--- config.mk ---
export PLATFORM = sky130hd
export DESIGN_NAME = multimode_game_ctrl
export DESIGN_NICKNAME = d
export VERILOG_FILES = /design/src/rtl/multimode_game_ctrl.sv
export SDC_FILE = /design/constraint.sdc
export NUM_CORES = 1
export LEC_CHECK = 0
export CAP_MARGIN = 20
export CORE_UTILIZATION = 62
export DETAILED_ROUTE_END_ITERATION = 8
export DONT_BUFFER_PORTS = 1
export PLACE_DENSITY_LB_ADDON = 0.1
export SYNTH_ARGS = -nofsm -noshare
export SYNTH_HDL_FRONTEND = slang
export SYNTH_SLANG_ARGS = --single-unit
--- constraint.sdc ---
create_clock -name clk -period 3 [get_ports clk]
set_input_delay 0.6 -clock clk [delete_from_list [all_inputs] [get_ports clk]]
set_output_delay 0.6 -clock clk [all_outputs]
set_load 0.02 [all_outputs]
--- src/rtl/multimode_game_ctrl.sv ---
// -----------------------------------------------------------------------------
// multimode_game_ctrl
//
// Up/down counter game. Each enabled step moves the counter by +1, +STEP_BIG,
// -1 or -STEP_BIG, wrapping modulo 2^WIDTH. A step that lands on all-ones
// scores a win, and a step that lands on zero scores a loss. After every hit
// the counter spends one RELOAD cycle returning to the last value loaded by
// init. A tally that reaches TARGET ends the game in OVER. The game stays in
// OVER until game_ack is seen.
//
// Ports:
//   clk          rising-edge clock
//   rst          asynchronous active-high reset
//   init         load request: count and load_val take initial_val (PLAY only)
//   initial_val  value loaded on init
//   control      step mode: 0=+1, 1=+STEP_BIG, 2=-1, 3=-STEP_BIG
//   enable       step qualifier (init has priority)
//   game_ack     releases OVER back to PLAY
//   count        current counter value
//   winner       one-cycle pulse, a step landed on all-ones
//   loser        one-cycle pulse, a step landed on zero
//   win_tally    winner pulses this game
//   lose_tally   loser pulses this game
//   gameover     high for the whole OVER state
//   who          0 = none, 1 = loser finished, 2 = winner finished
// -----------------------------------------------------------------------------
module multimode_game_ctrl #(
  parameter int WIDTH    = 4,
  parameter int SCORE_W  = 4,
  parameter int TARGET   = 15,
  parameter int STEP_BIG = 2
) (
  input  logic               clk,
  input  logic               rst,
  input  logic               init,
  input  logic [WIDTH-1:0]   initial_val,
  input  logic [1:0]         control,
  input  logic               enable,
  input  logic               game_ack,
  output logic [WIDTH-1:0]   count,
  output logic               winner,
  output logic               loser,
  output logic [SCORE_W-1:0] win_tally,
  output logic [SCORE_W-1:0] lose_tally,
  output logic               gameover,
  output logic [1:0]         who
);

  localparam logic [WIDTH-1:0]   ONE_W    = {{(WIDTH-1){1'b0}}, 1'b1};
  localparam logic [WIDTH-1:0]   ZERO_W   = {WIDTH{1'b0}};
  localparam logic [WIDTH-1:0]   ONES_W   = {WIDTH{1'b1}};
  localparam logic [WIDTH-1:0]   STEP_W   = WIDTH'(STEP_BIG);
  localparam logic [SCORE_W-1:0] ONE_T    = {{(SCORE_W-1){1'b0}}, 1'b1};
  localparam logic [SCORE_W-1:0] ZERO_T   = {SCORE_W{1'b0}};
  localparam logic [SCORE_W-1:0] TARGET_T = SCORE_W'(TARGET);

  typedef enum logic [1:0] {
    ST_PLAY   = 2'd0,
    ST_RELOAD = 2'd1,
    ST_OVER   = 2'd2
  } state_t;

  state_t             state_r,      state_s;
  logic [WIDTH-1:0]   count_r,      count_s;
  logic [WIDTH-1:0]   load_val_r,   load_val_s;
  logic               winner_r,     winner_s;
  logic               loser_r,      loser_s;
  logic [SCORE_W-1:0] win_tally_r,  win_tally_s;
  logic [SCORE_W-1:0] lose_tally_r, lose_tally_s;
  logic               gameover_r,   gameover_s;
  logic [1:0]         who_r,        who_s;
  logic [WIDTH-1:0]   step_s;
  logic [WIDTH-1:0]   stepped_s;

  // Step size and candidate count value; the subtraction wraps modulo 2^WIDTH.
  always_comb begin
    step_s    = control[0] ? STEP_W : ONE_W;
    stepped_s = control[1] ? (count_r - step_s) : (count_r + step_s);
  end

  // Next-state and next-output logic. Every output is computed here and then
  // registered, so a hit pulse appears together with the count that caused it.
  always_comb begin
    state_s      = state_r;
    count_s      = count_r;
    load_val_s   = load_val_r;
    winner_s     = 1'b0;
    loser_s      = 1'b0;
    win_tally_s  = win_tally_r;
    lose_tally_s = lose_tally_r;
    gameover_s   = gameover_r;
    who_s        = who_r;

    case (state_r)
      ST_PLAY: begin
        if (init) begin
          count_s    = initial_val;
          load_val_s = initial_val;
        end else if (enable) begin
          count_s = stepped_s;
          if (stepped_s == ONES_W) begin
            winner_s    = 1'b1;
            win_tally_s = win_tally_r + ONE_T;
            state_s     = ST_RELOAD;
          end else if (stepped_s == ZERO_W) begin
            loser_s      = 1'b1;
            lose_tally_s = lose_tally_r + ONE_T;
            state_s      = ST_RELOAD;
          end else begin
            state_s = ST_PLAY;
          end
        end else begin
          count_s = count_r;
        end
      end

      ST_RELOAD: begin
        // The reload value is never compared against the hit values, so a
        // load_val of 0 or all-ones does not raise a flag.
        count_s = load_val_r;
        if (win_tally_r == TARGET_T) begin
          who_s      = 2'd2;
          gameover_s = 1'b1;
          state_s    = ST_OVER;
        end else if (lose_tally_r == TARGET_T) begin
          who_s      = 2'd1;
          gameover_s = 1'b1;
          state_s    = ST_OVER;
        end else begin
          state_s = ST_PLAY;
        end
      end

      ST_OVER: begin
        if (game_ack) begin
          win_tally_s  = ZERO_T;
          lose_tally_s = ZERO_T;
          count_s      = load_val_r;
          who_s        = 2'd0;
          gameover_s   = 1'b0;
          state_s      = ST_PLAY;
        end else begin
          gameover_s = 1'b1;
        end
      end

      default: begin
        // Unreachable encoding: fall back to a clean PLAY.
        state_s    = ST_PLAY;
        gameover_s = 1'b0;
        who_s      = 2'd0;
      end
    endcase
  end

  // State and output registers with asynchronous reset.
  always_ff @(posedge clk or posedge rst) begin
    if (rst) begin
      state_r      <= ST_PLAY;
      count_r      <= ZERO_W;
      load_val_r   <= ZERO_W;
      winner_r     <= 1'b0;
      loser_r      <= 1'b0;
      win_tally_r  <= ZERO_T;
      lose_tally_r <= ZERO_T;
      gameover_r   <= 1'b0;
      who_r        <= 2'd0;
    end else begin
      state_r      <= state_s;
      count_r      <= count_s;
      load_val_r   <= load_val_s;
      winner_r     <= winner_s;
      loser_r      <= loser_s;
      win_tally_r  <= win_tally_s;
      lose_tally_r <= lose_tally_s;
      gameover_r   <= gameover_s;
      who_r        <= who_s;
    end
  end

  assign count      = count_r;
  assign winner     = winner_r;
  assign loser      = loser_r;
  assign win_tally  = win_tally_r;
  assign lose_tally = lose_tally_r;
  assign gameover   = gameover_r;
  assign who        = who_r;

endmodule

==> summary.txt, run 1 <==
Final layout
  • Final Util: 71.69%
  • Fillers: 174
  • Share of layout cells above drive strength 1: 8.442%
  • Diodes inserted: 0
  • Final nets: 175
  • Commonest non-fill, non-tap cell in the layout: dfrtp_1
  • Final Instance Count excl. Fillers: 181
  • Area grow syn2layout: 3.631%
  • Most frequent cells in the layout: dfrtp_1 (23), nand2_1 (15), inv_1 (13), o21ai_0 (13), nor2_1 (12)

Run status
  • Run status: finished, final reports clean

Placement
  • Dpl ws: 0.3527 ns
  • GP Congestion: 0.8373
  • DP HPWL: 2118 um
  • Placed cell count: 177
  • Number of port buffers: 0

Power and ir drop
  • Max VDD drop: 0.5941 mV
  • Sw Ratio: 47.51%
  • Int Pwr: 0.0007693 W
  • Clk pwr share: 10.2%
  • Flop pwr share: 41.1%
  • Lkg Pwr: 0.6571 nW
  • Power Dens Cells: 1001 mW/mm2
  • Total net switching power: 0.0006963 W
  • Combinational fraction of design power: 48.7%

Routing
  • Vias: 1154
  • Pre-antenna DRT Iters: 4
  • DRT iter0 DRCs: 24
  • Antenna Nets Post-Route: 0
  • Final Routed Wirelength: 2816 um
  • Via density: 6.376
  • Drt drc: 0
  • DR WL/cell: 15.56 um

CTS
  • Clock net sink count: 23
  • Worst-Skew Late Latency: 0.32 ns
  • Clock-pin slew on the worst setup and hold paths: 0.14 ns
  • H-tree depth: 1
  • Post-CTS Setup Inserts: 0
  • Clock root cell: clkbuf_4
  • CTS max path bufs: 2
  • TritonCTS Buffers: 3
  • CTS tree: built
  • CTS resizes: 0
  • Hold-fix buffers at CTS: 0

Yosys
  • Synth Area in XOR/XNOR: 1.240%
  • Asr flop ratio synth: 100.0%
  • Post-Syn Nets: 174
  • Seq cells post-synth: 23
  • Adder-Cell Fraction of Synth Area: 8.503%
  • Post-synthesis simple-gate area fraction: 19.93%
  • Compound-Gate Fraction of Synth Area: 19.13%
  • Post-Synthesis Cell Area: 0.001413 mm2
  • Yosys Warn Count: 0
  • Dominant synthesized flop cell: dfrtp_1
  • Netlist cell types: 41
  • Mapped Cells: 154
  • Largest family of logic cells by synthesized area: simple AND/OR/NAND/NOR gates
  • Number of flops mapped to enable cells by yosys: 0
  • Post-Syn Area per Cell: 9.173 um2
  • Mux contribution to synthesized area: 5.226%
  • Sequential element share of the synthesized area: 40.74%

Worst setup path
  • R2R Path Start: count[0]
  • Crit path kind: flip-flop to flip-flop
  • WP data required: 3.23 ns
  • Critical Path Source Type: flip-flop
  • Data arrival, critical path: 2.78 ns
  • CP Max Fanout: 8
  • CP endpoint kind: flip-flop
  • Worst Setup SP: count[0]

Die
  • Core area: 0.002042 mm2
  • Die H: 49.73 um
  • Die ar.: 0.002473 mm2
  • Top Ports: 28
  • Initial core utilization: 69.18%
  • Width of the die: 49.73 um
  • Num rows: 16

Global routing
  • Pin count of the biggest net entering global routing: 24
  • Grt ovf: 0
  • Initial antenna violation count: 0
  • First-pass GRT wire length: 4885 um
  • GRT Overall Usage: 25.79%
  • Vias in the first global route: 1106

Timing
  • Final period util: 85.21%
  • Final setup viols: 0
  • Setup ws final: 0.4438 ns
  • Worst Skew: 0.008259 ns
  • RSZ-0062 raised after global routing: no
  • Final Max Tran Viols: 0
  • Min Tclk post-route: 2.556 ns
  • Worst rel slew slack: 43.22%
  • Final hold vios: 0
  • FMAX: 0.3912 GHz
  • Final setup TNS: 0 ns
  • Worst Tran Pin Value: 0.8508 ns

Run
  • Max-cap violation count: 0

Worst hold path
  • Hold crit path type: input port to async pin
==> power by group through the flow <==
stage,Sequential (W),Clock (W),Combinational (W)
floorplan,0.000583,0,0.000570
global placement,0.000605,0,0.000678
detailed placement,0.000611,0,0.000705
CTS,0.000604,0.000152,0.000710
global route,0.000619,0.000162,0.000798
finish,0.000603,0.000150,0.000713
==> cells in the mapped netlist, types with 2 or more instances <==
library cell  count  area [um2]
nand2b_1          2       12.51
buf_2             2       10.01
nor2b_1           3       18.77
clkbuf_1          3       11.26
o21ai_0          13       65.06
a41o_1            2       20.02
a21o_1            3       22.52
inv_1            13       48.80
nand3_1           2       10.01
mux2i_1           4       40.04
a21oi_1           8       40.04
and2_1            2       12.51
mux2_2            3       33.78
o211ai_1          2       15.01
a221o_1           4       40.04
nand2_1          15       56.30
nand4_1           2       12.51
nor2_1           12       45.04
ha_1              8       100.1
xor2_1            2       17.52
dfrtp_1          23       575.6
and3_1            4       25.02
nor3_1            4       20.02
==> flip-flops by register name, summed over array words and instances, names as in the netlist <==
signal	count
count	4
lose_tally	4
winner	1
loser	1
state_r	2
gameover	1
win_tally	4
who	2
load_val_r	4
==> worst max-delay path, stage by stage (launching register included) <==
cell	delay (ns)
dfrtp_1	0.49
inv_1	0.09
ha_1	0.16
inv_1	0.05
fa_1	0.37
xor2_1	0.30
o2111ai_1	0.35
a21o_1	0.31
a221o_1	0.35
==> through the flow <==
step	hold WS (ns)	area, um2	total power [W]
2_1_floorplan	0.4501	1413	0.001153
5_1_grt	0.4041	1464	0.001579
6_report	0.3120	1464	0.001466
4_1_cts	0.3447	1464	0.001465
3_3_place_gp	0.4727	1436	0.001283
3_5_place_dp	0.4710	1436	0.001316
==> cell type report <==
class / count / area, um2 / share of cell area (%)
Timing Repair Buffer: 2 / 15.01 / 1.026
Inverter: 13 / 48.80 / 3.333
Multi-Input combinational cell: 112 / 763.2 / 52.14
Clock inverter: 1 / 5.005 / 0.3419
Tap cell: 27 / 33.78 / 2.308
Sequential cell: 23 / 575.6 / 39.32
Clock buffer: 3 / 22.52 / 1.538
==> per-layer routing <==
metal | part of all wire, % | global-route usage, % | up-vias
met3 | 5.6 | 6.790 | 5
met2 | 47 | 44.14 | 44
met5 | 0 | 0 | -
met4 | 0.96 | 8.095 | 0
met1 | 46 | 31.40 | 553
li1 | - | - | 552
==> cells by family (layout without fill, tap and decap cells) <==
kind of cell	after synthesis	count (layout)
flops	23	23
mux	7	7
fa+ha+maj	9	9
buf+inv	19	19
compound gates	40	40
xor+xnor	2	2
simple gates	54	54
==> worst paths after layout <==
check,end,slack (ns),cells after the start
worst max-delay path,win_tally[3],0.44,8
worst min-delay path,who[0],0.31,1
worst max register to register,win_tally[3],0.44,8
worst min register to register,load_val_r[3],0.50,2
max in group asynchronous,count[2],2.15,1
min in group clk,load_val_r[0],0.41,1
Note: power is estimated with default switching activity, not from simulation.
==> run 2: changes to the inputs <==
--- a/config.mk
+++ b/config.mk
@@ -5,8 +5,10 @@
 export SDC_FILE = /design/constraint.sdc
 export NUM_CORES = 1
 export LEC_CHECK = 0
+export ABC_AREA = 1
 export CAP_MARGIN = 20
 export CORE_UTILIZATION = 62
+export CTS_CLUSTER_DIAMETER = 150
 export DETAILED_ROUTE_END_ITERATION = 8
 export DONT_BUFFER_PORTS = 1
 export PLACE_DENSITY_LB_ADDON = 0.1
==> run 2 against run 1 <==
Net effect: clock skew shrank 0.0041 ns; sequential power is essentially flat; sequential share of layout area is essentially flat; final cell count grew 20%; critical endpoint is now lose_tally[0]; worst setup slack gained 0.14 ns; largest cell class unchanged; global-route usage shrank 0.26 points; total power shrank 10%; register-to-register slack gained 0.14 ns; synthesized cell count grew 22%; combinational power shrank 20%.
==> summary.txt, run 2 <==
Final layout
  • Final nets: 212 (+21%)
  • Commonest non-fill, non-tap cell in the layout: nand2_1
  • Final Instance Count excl. Fillers: 218 (+20%)
  • Most frequent cells in the layout: nand2_1 (56), inv_1 (24), dfrtp_1 (23), nor2_1 (20), nand3_1 (19)
  • Area grow syn2layout: 3.446%
  • Diodes inserted: 0 (unchanged)
  • Share of layout cells above drive strength 1: 7.330% (-1.1 points)

Routing
  • Final Routed Wirelength: 2807 um (-0.32%)
  • DR WL/cell: 12.88 um (-17%)
  • Antenna Nets Post-Route: 0 (unchanged)
  • Vias: 1196 (+3.6%)
  • Pre-antenna DRT Iters: 4 (unchanged)
  • DRT iter0 DRCs: 35 (+46%)
  • Via density: 5.486 (-14%)
  • Drt drc: 0 (unchanged)

Yosys
  • Top cells by count, synth: nand2_1 (56), inv_1 (24), dfrtp_1 (23), nor2_1 (20), nand3_1 (19)
  • Yosys Warn Count: 0 (unchanged)
  • Post-synthesis simple-gate area fraction: 30.74% (+11 points)
  • Sequential element share of the synthesized area: 40.64% (-0.11 points)
  • Most common cell in the netlist: nand2_1
  • Mapped Cells: 188 (+22%)
  • Mux contribution to synthesized area: 1.590% (-3.6 points)
  • Dominant synthesized flop cell: dfrtp_1
  • Largest family of logic cells by synthesized area: simple AND/OR/NAND/NOR gates
  • Seq cells post-synth: 23 (unchanged)
  • Number of flops mapped to enable cells by yosys: 0 (unchanged)
  • Asr flop ratio synth: 100.0% (unchanged)
  • Netlist cell types: 22 (-46%)
  • Post-Syn Nets: 208 (+20%)
  • Adder-Cell Fraction of Synth Area: 8.481% (-0.023 points)
  • Post-synth top area cell: dfrtp_1
  • Compound-Gate Fraction of Synth Area: 8.922% (-10 points)
  • Post-synth top area share: 40.64% (-0.11 points)
  • Area contributors post-synth: dfrtp_1 (41%), nand2_1 (15%), ha_1 (7.1%)
  • Post-Syn Area per Cell: 7.534 um2 (-18%)
  • Post-Synthesis Cell Area: 0.001416 mm2 (+0.27%)
  • Synth Area in XOR/XNOR: 1.855% (+0.62 points)

Global routing
  • Vias in the first global route: 1168 (+5.6%)
  • Pin count of the biggest net entering global routing: 24 (unchanged)
  • First-pass GRT wire length: 4809 um (-1.6%)
  • Initial antenna violation count: 0 (unchanged)
  • GRT Overall Usage: 25.52% (-0.26 points)
  • Grt ovf: 0 (unchanged)

Power and ir drop
  • Max VDD drop: 0.5312 mV (-11%)
  • Power Dens Cells: 899.0 mW/mm2 (-10%)
  • Lkg Pwr: 0.7838 nW (+19%)
  • Pwr Total: 0.001317 W (-10%)

Worst setup path
  • Largest stage delay, worst path: 0.48 ns (about the same)
  • CP endpoint kind: flip-flop
  • Critical Path Source Type: flip-flop
  • Slowest-stage cell, CP: dfrtp_1
  • Reg2reg path depth: 11 (+3)
  • CP Cell Sequence: inv_1, ha_1, inv_1, fa_1, or2_2, nor2_1, nand3_1, nand2_1, nand2_2, nand2_1, nand2_1
  • CP Max Fanout: 5 (-3)
  • Critical path depth: 11 (+3)
  • Cell family with most CP delay: simple AND/OR/NAND/NOR gates
  • Data arrival, critical path: 2.63 ns (-0.15 ns)
  • Bufs and invs on worst path: 2 (unchanged)
  • Crit path kind: flip-flop to flip-flop
  • WP data required: 3.21 ns (-0.02 ns)
  • Most used cell, CP: nand2_1

Die
  • Die ar.: 0.002480 mm2 (+0.26%)
  • Width of the die: 49.80 um (+0.13%)
  • Initial core utilization: 68.69% (-0.49 points)
  • Die H: 49.80 um (+0.13%)
  • Num rows: 16 (unchanged)
  • Core area: 0.002062 mm2 (+0.98%)
  • Top Ports: 28 (unchanged)

CTS
  • CTS tree: built
  • Clock-pin slew on the worst setup and hold paths: 0.12 ns (-0.02 ns)
  • Clock net sink count: 23 (unchanged)
  • H-tree depth: 1 (unchanged)
  • Post-CTS Setup Inserts: 0 (unchanged)
  • Clock root cell: clkbuf_4
  • CTS max path bufs: 2 (unchanged)
  • CTS resizes: 0 (unchanged)
  • Worst-Skew Late Latency: 0.31 ns (about the same)
  • Hold-fix buffers at CTS: 0 (unchanged)
  • TritonCTS Buffers: 3 (unchanged)

Timing
  • Final setup viols: 0 (unchanged)
  • Final period util: 80.58% (-4.6 points)
  • RSZ-0062 raised after global routing: no
  • FMAX: 0.4136 GHz (+5.7%)
  • Worst Tran Pin Value: 0.8486 ns (-0.002168 ns)
  • Worst rel slew slack: 43.36% (+0.14 points)
  • Final Max Tran Viols: 0 (unchanged)
  • Final hold vios: 0 (unchanged)
  • Final setup TNS: 0 ns (unchanged)
  • Min Tclk post-route: 2.418 ns (-0.1386 ns)
  • Worst Skew: 0.004160 ns (-0.004099 ns)
  • Setup ws final: 0.5825 ns (+0.1386 ns)

Run status
  • Run status: finished, final reports clean

Worst hold path
  • Hold crit path type: input port to async pin

Placement
  • Number of port buffers: 0 (unchanged)
  • GP Congestion: 0.8796 (+5.1%)
  • Placed cell count: 214 (+21%)
  • Dpl ws: 0.5723 ns (+0.2196 ns)
  • DP HPWL: 2241 um (+5.8%)

Run
  • Max-cap violation count: 0 (unchanged)
==> run 2: cell types whose count changed in the layout (fill, tap and decap cells not counted), sizes merged, moves of 5 or more <==
cell	before	now
inv	13	25
nor2	12	21
nand2	15	59
and3	5	0
nand3	2	20
==> run 2: per-stage QoR <==
| stage | hold slack [ns] | util, % | instance area, um2 |
|---|---|---|---|
| 2_1_floorplan | 0.4478 | - | 1416 |
| 3_3_place_gp | 0.4666 | 69.78 | 1439 |
| 3_5_place_dp | 0.4773 | 69.78 | 1439 |
| 4_1_cts | 0.3625 | 71.06 | 1465 |
| 5_1_grt | 0.4122 | 71.06 | 1465 |
| 6_report | 0.3333 | 71.06 | 1465 |
==> run 2: final cells by class <==
cell class              instances  area, um2
clock buffers                   4      26.28
fillers                       169      596.8
inverters                      26      98.84
multi-input cells             138      730.7
flip-flops and latches         23      575.6
well taps                      27      33.78
==> run 2: report_power, final <==
part | internal [W] | switching [W]
logic | 0.000208 | 0.000365
clock network | 0.0000520 | 0.0000905
registers | 0.000404 | 0.000198
total | 0.000664 | 0.000653
==> run 2: worst register-to-register path: stages (launching register included) <==
cell and delay, ns:
dfrtp_1 0.48, inv_1 0.10, ha_1 0.20, inv_1 0.09
fa_1 0.48, or2_2 0.33, nor2_1 0.10, nand3_1 0.13
nand2_1 0.18, nand2_2 0.10, nand2_1 0.07, nand2_1 0.06
==> run 2: routing by layer <==
metal  global-route usage [%]  vias to the layer above  wire length, um
li1                         -                      602                -
met1                    31.94                      547             1265
met2                    43.47                       40             1346
met3                    3.704                        7              137
met4                    10.95                        0               57
met5                        0                        -                0
==> run 2: cell families (layout without fill, tap and decap cells) <==
logic type	count (synthesis)	count (layout)
AO/OA/AOI/OAI	22	22
XOR/XNOR	3	3
adder cells (fa/ha/maj)	9	9
multiplexers	2	2
buffers and inverters	27	30
AND/OR/NAND/NOR	102	102
flip-flops	23	23
==> run 2: final timing paths <==
path | startpoint | endpoint | slack [ns]
min in group clk | initial_val[0] | load_val_r[0] | 0.43
worst max register to register | count[0] | lose_tally[0] | 0.58
worst min-delay path | rst | winner | 0.33
max in group asynchronous | rst | win_tally[1] | 2.15
worst max-delay path | count[0] | lose_tally[0] | 0.58
worst min register to register | load_val_r[1] | load_val_r[1] | 0.50
==> run 3: changes to the inputs <==
--- a/config.mk
+++ b/config.mk
@@ -5,9 +5,9 @@
 export SDC_FILE = /design/constraint.sdc
 export NUM_CORES = 1
 export LEC_CHECK = 0
-export ABC_AREA = 1
+export ABC_AREA = 0
 export CAP_MARGIN = 20
-export CORE_UTILIZATION = 62
+export CORE_UTILIZATION = 56
 export CTS_CLUSTER_DIAMETER = 150
 export DETAILED_ROUTE_END_ITERATION = 8
 export DONT_BUFFER_PORTS = 1
==> constraint.sdc (replaced) <==
create_clock -name clk -period 2.1 [get_ports clk]
set_input_delay 0.42 -clock clk [delete_from_list [all_inputs] [get_ports clk]]
set_output_delay 0.42 -clock clk [all_outputs]
set_load 0.02 [all_outputs]
==> run 3 against run 2 <==
Net effect: the flow now finishes with violations (negative setup slack); non-clock buffer count grew 34; critical endpoint is now lose_tally[1]; first-iteration DRC count grew 37%; final cell count shrank 1.8%; fmax grew 4.3%; critical path depth shrank 5; combinational power grew to 3.2 times the previous value; clock skew shrank 0.00093 ns; routed wire length grew 31%; largest cell class unchanged.
==> summary.txt, run 3 (synthesis gave the netlist of run 1 again) <==
Global routing
  • Grt ovf: 0 (unchanged)
  • GRT Overall Usage: 27.14% (+1.6 points)
  • Initial antenna violation count: 0 (unchanged)
  • Pin count of the biggest net entering global routing: 15 (-38%)
  • First-pass GRT wire length: 5299 um (+10%)
  • Vias in the first global route: 1239 (+6.1%)

Run status
  • Run status: finished with violations
  • Failing checks: negative setup slack

CTS
  • TritonCTS Buffers: 3 (unchanged)
  • CTS max path bufs: 2 (unchanged)
  • H-tree depth: 1 (unchanged)
  • Clock root cell: clkbuf_4
  • Worst-Skew Late Latency: 0.33 ns (+0.02 ns)
  • Clock net sink count: 23 (unchanged)
  • CTS tree: built
  • Clock-pin slew on the worst setup and hold paths: 0.13 ns (about the same)

Die
  • Num rows: 17 (+1)
  • Width of the die: 52.23 um (+4.9%)
  • Core area: 0.002297 mm2 (+11%)
  • Top Ports: 28 (unchanged)
  • Initial core utilization: 61.49% (-7.2 points)
  • Die ar.: 0.002727 mm2 (+10%)
  • Die H: 52.23 um (+4.9%)

Timing
  • FMAX: 0.4316 GHz (+4.3%)
  • Worst Tran Pin Value: 0.3522 ns (-0.4964 ns)
  • Final Max Tran Viols: 0 (unchanged)
  • Final setup viols: 8 (+8)
  • Final setup TNS: -0.9924 ns (-0.9924 ns)
  • Worst Skew: 0.003232 ns (-0.0009280 ns)
  • Final hold vios: 0 (unchanged)
  • Worst rel slew slack: 76.49% (+33 points)
  • RSZ-0062 raised after global routing: yes
  • Setup ws final: -0.2172 ns (-0.7997 ns)
  • Min Tclk post-route: 2.317 ns (-0.1003 ns)
  • Final period util: 110.3% (+30 points)

Power and ir drop
  • Power Dens Cells: 1539 mW/mm2 (+71%)
  • Lkg Pwr: 0.8261 nW (+5.4%)
  • Max VDD drop: 1.042 mV (+96%)
  • Total net switching power: 0.001256 W (+92%)
  • Flop pwr share: 27.3% (-18 points)
  • Clk pwr share: 7.8% (-3.0 points)
  • Sw Ratio: 45.11% (-4.5 points)
  • Combinational fraction of design power: 64.8% (+21 points)
  • Int Pwr: 0.001528 W (+130%)

Worst setup path
  • Setup crit end: lose_tally[1]
  • Crit path kind: flip-flop to flip-flop
  • CP endpoint kind: flip-flop
  • Worst Setup SP: count[2]
  • Critical Path Source Type: flip-flop
  • Data arrival, critical path: 2.54 ns (-0.09 ns)
  • RR Endpoint: lose_tally[1]
  • CP Max Fanout: 3 (-2)
  • Reg2reg path depth: 6 (-5)
  • R2R Path Start: count[2]
  • WP data required: 2.32 ns (-0.89 ns)
  • Reg-to-reg setup timing slack: -0.22 ns (-0.80 ns)

Final layout
  • Fin area: 0.001809 mm2 (+23%)
  • Final nets: 207 (-2.4%)
  • Reg area: 576.8 um2 (+0.22%)
  • Area grow syn2layout: 28.08%
  • Most frequent cells in the layout: buf_4 (31), dfrtp_1 (22), nand2_1 (15), o21ai_0 (13), inv_1 (11)
  • Share of layout cells above drive strength 1: 33.33% (+26 points)
  • Multi-input gate area: 855.8 um2 (+17%)
  • Commonest non-fill, non-tap cell in the layout: buf_4
  • Final Instance Count excl. Fillers: 214 (-1.8%)
  • Fillers: 138 (-18%)
  • Diodes inserted: 0 (unchanged)

Routing
  • Vias: 1313 (+9.8%)
  • Drt drc: 0 (unchanged)
  • Pre-antenna DRT Iters: 4 (unchanged)
  • DRT iter0 DRCs: 48 (+37%)
  • Via density: 6.136 (+12%)
  • Antenna Nets Post-Route: 0 (unchanged)
  • Final Routed Wirelength: 3676 um (+31%)
  • DR WL/cell: 17.18 um (+33%)

Placement
  • GP Congestion: 0.9173 (+4.3%)
  • Placed cell count: 198 (-7.5%)
  • Number of port buffers: 0 (unchanged)
  • DP HPWL: 2571 um (+15%)
  • Post-DP Area: 0.001622 mm2 (+13%)
  • Dpl ws: -0.2682 ns (-0.8405 ns)

Run
  • Max-cap violation count: 0 (unchanged)

Worst hold path
  • Hold Path Origin: initial_val[2]
  • Hold crit path type: input port to flip-flop
-- run 3: stage by stage --
stage | hold WS, ns | utilization (%) | total power (W)
floorplan | 0.4219 | - | 0.001713
global placement | 0.2913 | 70.59 | 0.002154
detailed placement | 0.2983 | 70.59 | 0.002230
CTS | 0.2301 | 74.67 | 0.002579
global route | 0.2189 | 78.76 | 0.002946
finish | 0.2307 | 78.76 | 0.002784
-- run 3: timing repair --
action | in CTS | in global routing
setup endpoints to repair | 8 | 10
gates resized for setup | 7 | 8
setup buffers | 4 | 7
endpoints found under the hold margin | 9 | 0
pin swaps | 4 | 7
hold buffers | 1 | 0
-- run 3: metal layers --
layer	track usage (%)	vias to the layer above	share of wire, %
li1	-	618	-
met1	31.60	639	41
met2	47.86	49	52
met3	4.928	7	5.3
met4	12.72	0	1.8
met5	0	-	0
-- run 3: area by class of cell --
type	instances	share of cell area, %
multi-input combinational	112	47.30
sequential	23	31.88
timing repair buffer	34	14.66
inverter	13	2.697
tap	28	1.936
clock buffer	3	1.245
clock inverter	1	0.2766
-- run 3: critical path, cell delays in order, from the launching register on --
cell and delay [ns]:
dfrtp_1 0.41, ha_1 0.36, nand3b_1 0.16, and3_4 0.21, or4_4 0.52, a21o_1 0.20
a221o_1 0.35
-- run 3: worst min-delay path by stage --
| stage | slack, ns | to | cells past startpoint |
|---|---|---|---|
| 5_1_grt | 0.22 | load_val_r[2] | 1 |
| 4_1_cts | 0.23 | load_val_r[2] | 1 |
| 6_report | 0.23 | load_val_r[2] | 1 |
| 3_3_place_gp | 0.29 | who[0] | 1 |
| 2_1_floorplan | 0.42 | count[1] | 1 |
| 3_5_place_dp | 0.30 | load_val_r[3] | 1 |
-- run 3: power by group through the flow --
stage / Combinational [W] / Sequential [W] / Clock [W]
2_1_floorplan: 0.000876 / 0.000837 / 0
3_3_place_gp: 0.00139 / 0.000767 / 0
3_5_place_dp: 0.00145 / 0.000775 / 0
4_1_cts: 0.00159 / 0.000766 / 0.000222
5_1_grt: 0.00193 / 0.000781 / 0.000238
6_report: 0.00181 / 0.000761 / 0.000217
